$ cat config.mk
export PLATFORM = sky130hd
export DESIGN_NAME = mips_stage_exmem_buffer
export DESIGN_NICKNAME = d
export VERILOG_FILES = /design/src/rtl/mips_stage_exmem_pkg.sv /design/src/rtl/mips_stage_exmem_qualify.sv /design/src/rtl/mips_stage_exmem_buffer.sv
export SDC_FILE = /design/constraint.sdc
export NUM_CORES = 1
export LEC_CHECK = 0
export BUFFER_PORTS_ARGS = -buffer_cell sky130_fd_sc_hd__clkbuf_2
export CAP_MARGIN = 20
export CORE_MARGIN = 5
export CORE_UTILIZATION = 52
export DETAILED_ROUTE_END_ITERATION = 8
export GPL_ROUTABILITY_DRIVEN = 0
export PLACE_DENSITY = 0.83
export SLEW_MARGIN = 40
export SYNTH_ARGS = -nofsm -noshare
export SYNTH_HDL_FRONTEND = slang
export SYNTH_SLANG_ARGS = --single-unit
$ cat constraint.sdc
create_clock -name ctrl_i -period 2.5 [get_ports ctrl_i]
set_clock_uncertainty 0.1 [all_clocks]
set_input_delay 0.375 -clock ctrl_i [delete_from_list [all_inputs] [get_ports ctrl_i]]
set_output_delay 0.375 -clock ctrl_i [all_outputs]
set_load 0.005 [all_outputs]
$ cat src/rtl/mips_stage_exmem_pkg.sv
// Shared types for the EX->MEM boundary: memory control bundle, fault codes,
// buffer occupancy encodings and the stored entry layout.
package mips_stage_exmem_pkg;

  typedef logic [31:0] mips_word_t;

  typedef enum logic [1:0] {
    BE_NONE = 2'd0,
    BE_BYTE = 2'd1,
    BE_HALF = 2'd2,
    BE_WORD = 2'd3
  } byte_enable_t;

  typedef struct packed {
    byte_enable_t byte_enable;
    logic         byte_extend;
    logic         write_enable;
  } mem_control_t;

  typedef struct packed {
    logic clk;
    logic reset;
  } ctrl_t;

  localparam int DEST_W  = 5;
  localparam int FAULT_W = 2;

  localparam logic [FAULT_W-1:0] FAULT_NONE       = 2'd0;
  localparam logic [FAULT_W-1:0] FAULT_MISALIGNED = 2'd1;
  localparam logic [FAULT_W-1:0] FAULT_RANGE      = 2'd2;

  // Occupancy encodings as {main_valid, skid_valid}
  localparam logic [1:0] ST_EMPTY = 2'b00;
  localparam logic [1:0] ST_ONE   = 2'b10;
  localparam logic [1:0] ST_FULL  = 2'b11;

  // Address travels separately because its width depends on the memory depth.
  typedef struct packed {
    mips_word_t          data;
    mem_control_t        control;
    logic [DEST_W-1:0]   dest;
    logic                regwrite;
    logic [FAULT_W-1:0]  fault;
  } entry_t;

  function automatic int util_math_log2(input int value);
    int r;
    r = 0;
    for (int i = 0; i < 31; i++) begin
      if ((1 << i) < value) r = i + 1;
    end
    return r;
  endfunction

  function automatic entry_t entry_pack(input mips_word_t data,
                                        input mem_control_t control,
                                        input logic [DEST_W-1:0] dest,
                                        input logic regwrite,
                                        input logic [FAULT_W-1:0] fault);
    entry_t e;
    e.data     = data;
    e.control  = control;
    e.dest     = dest;
    e.regwrite = regwrite;
    e.fault    = fault;
    return e;
  endfunction

endpackage

$ cat src/rtl/mips_stage_exmem_qualify.sv
// Combinational access qualification: detects misaligned / out-of-range accesses
// and neutralises the memory control and writeback of faulted accesses.
module mips_stage_exmem_qualify
  import mips_stage_exmem_pkg::*;
#(
  parameter int ADDR_W = 6
) (
  input  logic [1:0]         addr_lo_i,
  input  logic [31:ADDR_W+2] addr_hi_i,
  input  mem_control_t       control_i,
  input  logic               regwrite_i,
  output logic [FAULT_W-1:0] fault_o,
  output mem_control_t       control_o,
  output logic               regwrite_o
);

  logic misaligned;
  logic out_of_range;

  always_comb begin
    misaligned   = 1'b0;
    out_of_range = 1'b0;
    unique case (control_i.byte_enable)
      BE_HALF: misaligned = addr_lo_i[0];
      BE_WORD: misaligned = |addr_lo_i;
      default: misaligned = 1'b0;
    endcase
    // A disabled access touches no memory, so it cannot be out of range.
    if (control_i.byte_enable != BE_NONE) out_of_range = |addr_hi_i;
  end

  always_comb begin
    fault_o    = FAULT_NONE;
    control_o  = control_i;
    regwrite_o = regwrite_i;
    if (misaligned) fault_o = FAULT_MISALIGNED;
    else if (out_of_range) fault_o = FAULT_RANGE;
    if (fault_o != FAULT_NONE) begin
      control_o.byte_enable  = BE_NONE;
      control_o.write_enable = 1'b0;
      regwrite_o             = 1'b0;
    end
  end

endmodule

$ cat src/rtl/mips_stage_exmem_buffer.sv
// EX->MEM pipeline register built as a two-entry skid buffer; qualifies each
// access on entry and keeps a saturating count of faulted accepts.
//
// state     | meaning
// ST_EMPTY  | no entry held, out_valid low
// ST_ONE    | head in main register, skid free, in_ready high
// ST_FULL   | head in main, overflow in skid, in_ready low
module mips_stage_exmem_buffer
  import mips_stage_exmem_pkg::*;
#(
  parameter int ADDR_L = 64,
  parameter int ADDR_W = util_math_log2(ADDR_L),
  parameter int CNT_W  = 16
) (
  input  ctrl_t              ctrl_i,
  input  logic               flush_i,
  input  logic               in_valid_i,
  output logic               in_ready_o,
  input  logic [31:0]        in_addr_i,
  input  mips_word_t         in_data_i,
  input  mem_control_t       in_control_i,
  input  logic [DEST_W-1:0]  in_dest_i,
  input  logic               in_regwrite_i,
  output logic               out_valid_o,
  input  logic               out_ready_i,
  output logic [ADDR_W+1:0]  out_addr_o,
  output mips_word_t         out_data_o,
  output mem_control_t       out_control_o,
  output logic [DEST_W-1:0]  out_dest_o,
  output logic               out_regwrite_o,
  output logic [FAULT_W-1:0] out_fault_o,
  output logic [CNT_W-1:0]   fault_count_o
);

  logic clk;
  logic rst;
  assign clk = ctrl_i.clk;
  assign rst = ctrl_i.reset;

  logic               main_v_q, main_v_d;
  logic               skid_v_q, skid_v_d;
  entry_t             main_e_q, main_e_d;
  entry_t             skid_e_q, skid_e_d;
  logic [ADDR_W+1:0]  main_a_q, main_a_d;
  logic [ADDR_W+1:0]  skid_a_q, skid_a_d;
  logic [CNT_W-1:0]   cnt_q, cnt_d;

  logic [FAULT_W-1:0] q_fault;
  mem_control_t       q_control;
  logic               q_regwrite;
  entry_t             new_e;
  logic [ADDR_W+1:0]  new_a;
  logic               accept;
  logic               pop;

  mips_stage_exmem_qualify #(
    .ADDR_W (ADDR_W)
  ) u_qualify (
    .addr_lo_i  (in_addr_i[1:0]),
    .addr_hi_i  (in_addr_i[31:ADDR_W+2]),
    .control_i  (in_control_i),
    .regwrite_i (in_regwrite_i),
    .fault_o    (q_fault),
    .control_o  (q_control),
    .regwrite_o (q_regwrite)
  );

  // Ready depends only on registered occupancy, never on out_ready.
  assign in_ready_o = !skid_v_q;
  assign accept     = in_valid_i && in_ready_o;
  assign pop        = main_v_q && out_ready_i;

  assign new_e = entry_pack(in_data_i, q_control, in_dest_i, q_regwrite, q_fault);
  assign new_a = in_addr_i[ADDR_W+1:0];

  always_comb begin
    main_v_d = main_v_q;
    skid_v_d = skid_v_q;
    main_e_d = main_e_q;
    skid_e_d = skid_e_q;
    main_a_d = main_a_q;
    skid_a_d = skid_a_q;
    case ({main_v_q, skid_v_q})
      ST_EMPTY: begin
        if (accept) begin
          main_v_d = 1'b1;
          main_e_d = new_e;
          main_a_d = new_a;
        end
      end
      ST_ONE: begin
        if (accept && pop) begin
          main_e_d = new_e;
          main_a_d = new_a;
        end else if (accept) begin
          skid_v_d = 1'b1;
          skid_e_d = new_e;
          skid_a_d = new_a;
        end else if (pop) begin
          main_v_d = 1'b0;
        end
      end
      ST_FULL: begin
        if (pop) begin
          main_e_d = skid_e_q;
          main_a_d = skid_a_q;
          skid_v_d = 1'b0;
        end
      end
      default: begin
        main_v_d = 1'b0;
        skid_v_d = 1'b0;
      end
    endcase
    if (flush_i) begin
      main_v_d = 1'b0;
      skid_v_d = 1'b0;
    end
  end

  // A flushed accept never reaches MEM, so it is not counted either.
  always_comb begin
    cnt_d = cnt_q;
    if (accept && !flush_i && (new_e.fault != FAULT_NONE) && (cnt_q != '1)) begin
      cnt_d = cnt_q + CNT_W'(1);
    end
  end

  always_ff @(posedge clk) begin
    if (rst) begin
      main_v_q <= 1'b0;
      skid_v_q <= 1'b0;
      main_e_q <= '0;
      skid_e_q <= '0;
      main_a_q <= '0;
      skid_a_q <= '0;
      cnt_q    <= '0;
    end else begin
      main_v_q <= main_v_d;
      skid_v_q <= skid_v_d;
      main_e_q <= main_e_d;
      skid_e_q <= skid_e_d;
      main_a_q <= main_a_d;
      skid_a_q <= skid_a_d;
      cnt_q    <= cnt_d;
    end
  end

  assign out_valid_o    = main_v_q;
  assign out_addr_o     = main_a_q;
  assign out_data_o     = main_e_q.data;
  assign out_control_o  = main_e_q.control;
  assign out_dest_o     = main_e_q.dest;
  assign out_regwrite_o = main_e_q.regwrite;
  assign out_fault_o    = main_e_q.fault;
  assign fault_count_o  = cnt_q;

endmodule

==> run_results.csv <==
group,metric,value,unit
outcome,status,"finished, violations left",
outcome,violations,"hold timing",
setup_path,cp_num_cells,6,
timing,tightest_slew,0.597,ns
timing,drv_slew,0,
timing,period_needed,2.26,ns
logic_synthesis,synthArstFlopShare,0,
logic_synthesis,yosysTopAreaCell,"dfxtp_1",
pwr,ir_drop,0.821,mV
setup_path,rrSetupSlack,0.24,ns
setup_path,crit_chain,"ha_1 -> a41oi_1 -> nor2_4 -> buf_12 -> nor2_1 -> a211oi_1",
grt,grt_max_degree,41,
logic_synthesis,synthSimpleGateAreaFrac,0.202,
logic_synthesis,synth_top_family_by_area,"simple AND/OR/NAND/NOR gates",
setup_path,cp.required,2.81,ns
routing,first_pass_iters,6,
grt,grt_pass1_wl,23.9,mm
setup_path,r2r_cells,6,
grt,grt_pass1_vias,5891,
die,fp.coreArea,9770,um^2
routing,dr.first_iter.drc_count,320,
setup_path,cpMaxStageDelayCell,"dfxtp_1",
finish,fillers,703,
timing,max_freq,443,MHz
die,start_util,0.531,
setup_path,r2r-end,"out_data_o[1]$_SDFFE_PP0P_",
clock_network,ctsHoldBuffers,1,
die,die_h,110,um
timing,slew_headroom,0.602,
setup_path,cp_max_fo,40,
clock_network,post_cts_resized,0,
routing,via_per_inst,5.54,
die,io_pins,149,
logic_synthesis,ys_ff_latch,122,
pwr,power_density,1350,nW/um^2
placed_design,portBuffers,147,
logic_synthesis,synthMuxAreaShare,0.0953,
setup_path,crit_family,"flip-flops",
setup_path,r2r-start,"out_valid_o$_SDFFE_PP0P_",
logic_synthesis,synth-main-ff-cell,"dfxtp_1",
setup_path,start_kind,"flip-flop",
logic_synthesis,synthXorXnorAreaFrac,0,
finish,antenna_cells,0,
finish,nets,834,
logic_synthesis,synth_fa_ha_area_frac,0.00965,
setup_path,end_kind,"flip-flop",
grt,gr-total-overflow,0,
routing,route.vias.total,5052,
setup_path,startpoint,"out_valid_o$_SDFFE_PP0P_",
pwr,power,9.71,mW
finish,area_delta_synth_final,38.8,%
routing,drc,0,
logic_synthesis,avgSynthCellArea,8.59,um^2
logic_synthesis,synth_compound_area_frac,0.181,
timing,setup_viol,0,
routing,drt_wl_total,14.7,mm
routing,wl_per_cell,16.1,um
setup_path,arrival,2.57,ns
finish,drive_gt1_frac,0.303,
logic_synthesis,syn_inst,604,
setup_path,worst-path-buf-inv,1,
logic_synthesis,ys_types,46,
logic_synthesis,syn_nets,687,
die,rows,36,
logic_synthesis,yosysMostFrequentCell,"dfxtp_1",
setup_path,slowest_delay,0.50,ns
logic_synthesis,synthTopCellsByCount,"dfxtp_1 (122), nand2_1 (115), a21oi_1 (67)",
timing,rsz0062_at_grt,"no",
timing,tns,0,ns
logic_synthesis,seq_area_frac_synth,0.471,
die,die_x,110,um
timing,hold_viol_final,118,
logic_synthesis,synth_edf_count,0,
pwr,power_leakage,2.82,nW
timing,fin_crit_sh,0.903,
min_path,hold_path.class,"clk -> reg",
clock_network,post_cts_buffers,0,
grt,antenna_found_initial,0,
die,dieArea,12100,um^2
logic_synthesis,yosys_warnings,0,
placed_design,hpwl,9.23,mm
run,maxCapViolCount,0,
logic_synthesis,yosysTopAreaCellShare,0.471,
routing,postRouteAntennaNets,0,
logic_synthesis,yosys-top-cells-area,"dfxtp_1 (47%), mux2i_1 (8.9%), nand2_1 (8.3%)",
grt,grtUsageTotal,0.261,
setup_path,worstSetupPathType,"reg -> reg",
logic_synthesis,syn_area,5190,um^2
timing,whs,-0.0369,ns
clock_network,clock_latency,0.52,ns
setup_path,crit_path_end,"out_data_o[1]$_SDFFE_PP0P_",
clock_network,cts.clk_slew.worst_paths,0.06,ns
clock_network,cts_tree,"built",
[cell type report]
cell class | count | area, um^2 | share of cell area
multi-input cells | 431 | 2560 | 0.355
flip-flops and latches | 122 | 2440 | 0.339
repair buffers | 158 | 858 | 0.119
clock inverters | 27 | 302 | 0.0419
clock buffers | 37 | 861 | 0.120
well taps | 133 | 166 | 0.0231
inverters | 4 | 15.0 | 0.00208
[report_power, final]
group	internal [mW]	switching [mW]
logic	0.591	0.916
registers	2.47	0.290
clock network	3.29	2.16
[worst register-to-register path, stage by stage, from the launching register on]
cell      delay [ns]
dfxtp_1         0.50
ha_1            0.34
a41oi_1         0.21
nor2_4          0.40
buf_12          0.26
nor2_1          0.09
a211oi_1        0.26
[state kept, by name, indices dropped and copies added, names as in the netlist]
| register | flops |
|---|---|
| out_fault_o | 2 |
| out_addr_o | 8 |
| fault_count_o | 16 |
| out_data_o | 32 |
| skid_e_q | 44 |
| out_dest_o | 5 |
| out_regwrite_o | 1 |
| skid_v_q | 1 |
| out_control_o | 4 |
| skid_a_q | 8 |
| out_valid_o | 1 |
[layer usage]
layer | share of wire | vias to the layer above | track usage
li1 | - | 2463 | -
met4 | 0.020 | 0 | 0.252
met5 | 0 | - | 0
met1 | 0.39 | 2374 | 0.233
met3 | 0.076 | 32 | 0.190
met2 | 0.52 | 183 | 0.375
[through the flow]
| step | instances | utilization | setup WS (ns) | cell area [um^2] | hold WS, ns |
|---|---|---|---|---|---|
| 2_1_floorplan | 604 | - | 0.370 | 5190 | 0.332 |
| 3_3_place_gp | 847 | 0.617 | 0.429 | 6030 | -0.0309 |
| 3_5_place_dp | 847 | 0.617 | 0.404 | 6030 | -0.0309 |
| 4_1_cts | 912 | 0.737 | 0.284 | 7200 | -0.0308 |
| 5_1_grt | 912 | 0.737 | 0.0944 | 7200 | -0.0268 |
| 6_report | 912 | 0.737 | 0.241 | 7200 | -0.0369 |
[cells in the final DEF, fill, tap and decap left out, types with 2 or more instances in the layout]
cell type,instances
mux2_2,3
buf_4,7
nand3b_1,3
dfxtp_1,122
clkbuf_1,2
o22ai_1,2
nor2_1,60
buf_12,3
and3_2,2
inv_1,4
nor2_4,2
clkbuf_16,33
mux2i_1,46
clkbuf_2,147
nor4_1,11
clkbuf_8,2
clkinv_4,2
clkinvlp_4,5
nor3_1,6
nor2b_1,4
bufinv_16,4
or4_1,8
inv_6,7
nand2_1,115
o31ai_1,7
clkinv_2,4
a21oi_1,67
a211oi_1,48
nand4_1,4
clkinvlp_2,2
a311oi_1,4
o21ai_0,4
or3_1,3
nand3_1,9
ha_1,3
[worst min path at each step]
| stage | start | to | depth (start not counted) |
|---|---|---|---|
| 3_5_place_dp | ctrl_i[0] | fault_count_o[0]$_SDFFE_PP0P_ | 1 |
| 2_1_floorplan | skid_e_q[10]$_SDFFE_PP0P_ | skid_e_q[10]$_SDFFE_PP0P_ | 2 |
| 5_1_grt | ctrl_i[0] | skid_e_q[25]$_SDFFE_PP0P_ | 3 |
| 4_1_cts | ctrl_i[0] | skid_e_q[25]$_SDFFE_PP0P_ | 3 |
| 3_3_place_gp | ctrl_i[0] | fault_count_o[0]$_SDFFE_PP0P_ | 1 |
| 6_report | ctrl_i[0] | skid_e_q[25]$_SDFFE_PP0P_ | 3 |
[cells by family (layout without fill, tap and decap cells)]
group           after synthesis  after routing
simple gates                235            235
compound gates              143            143
flops                       122            122
buf+inv                      51            226
mux                          49             49
fa+ha+maj                     4              4
(Power assumes the default switching activity.)
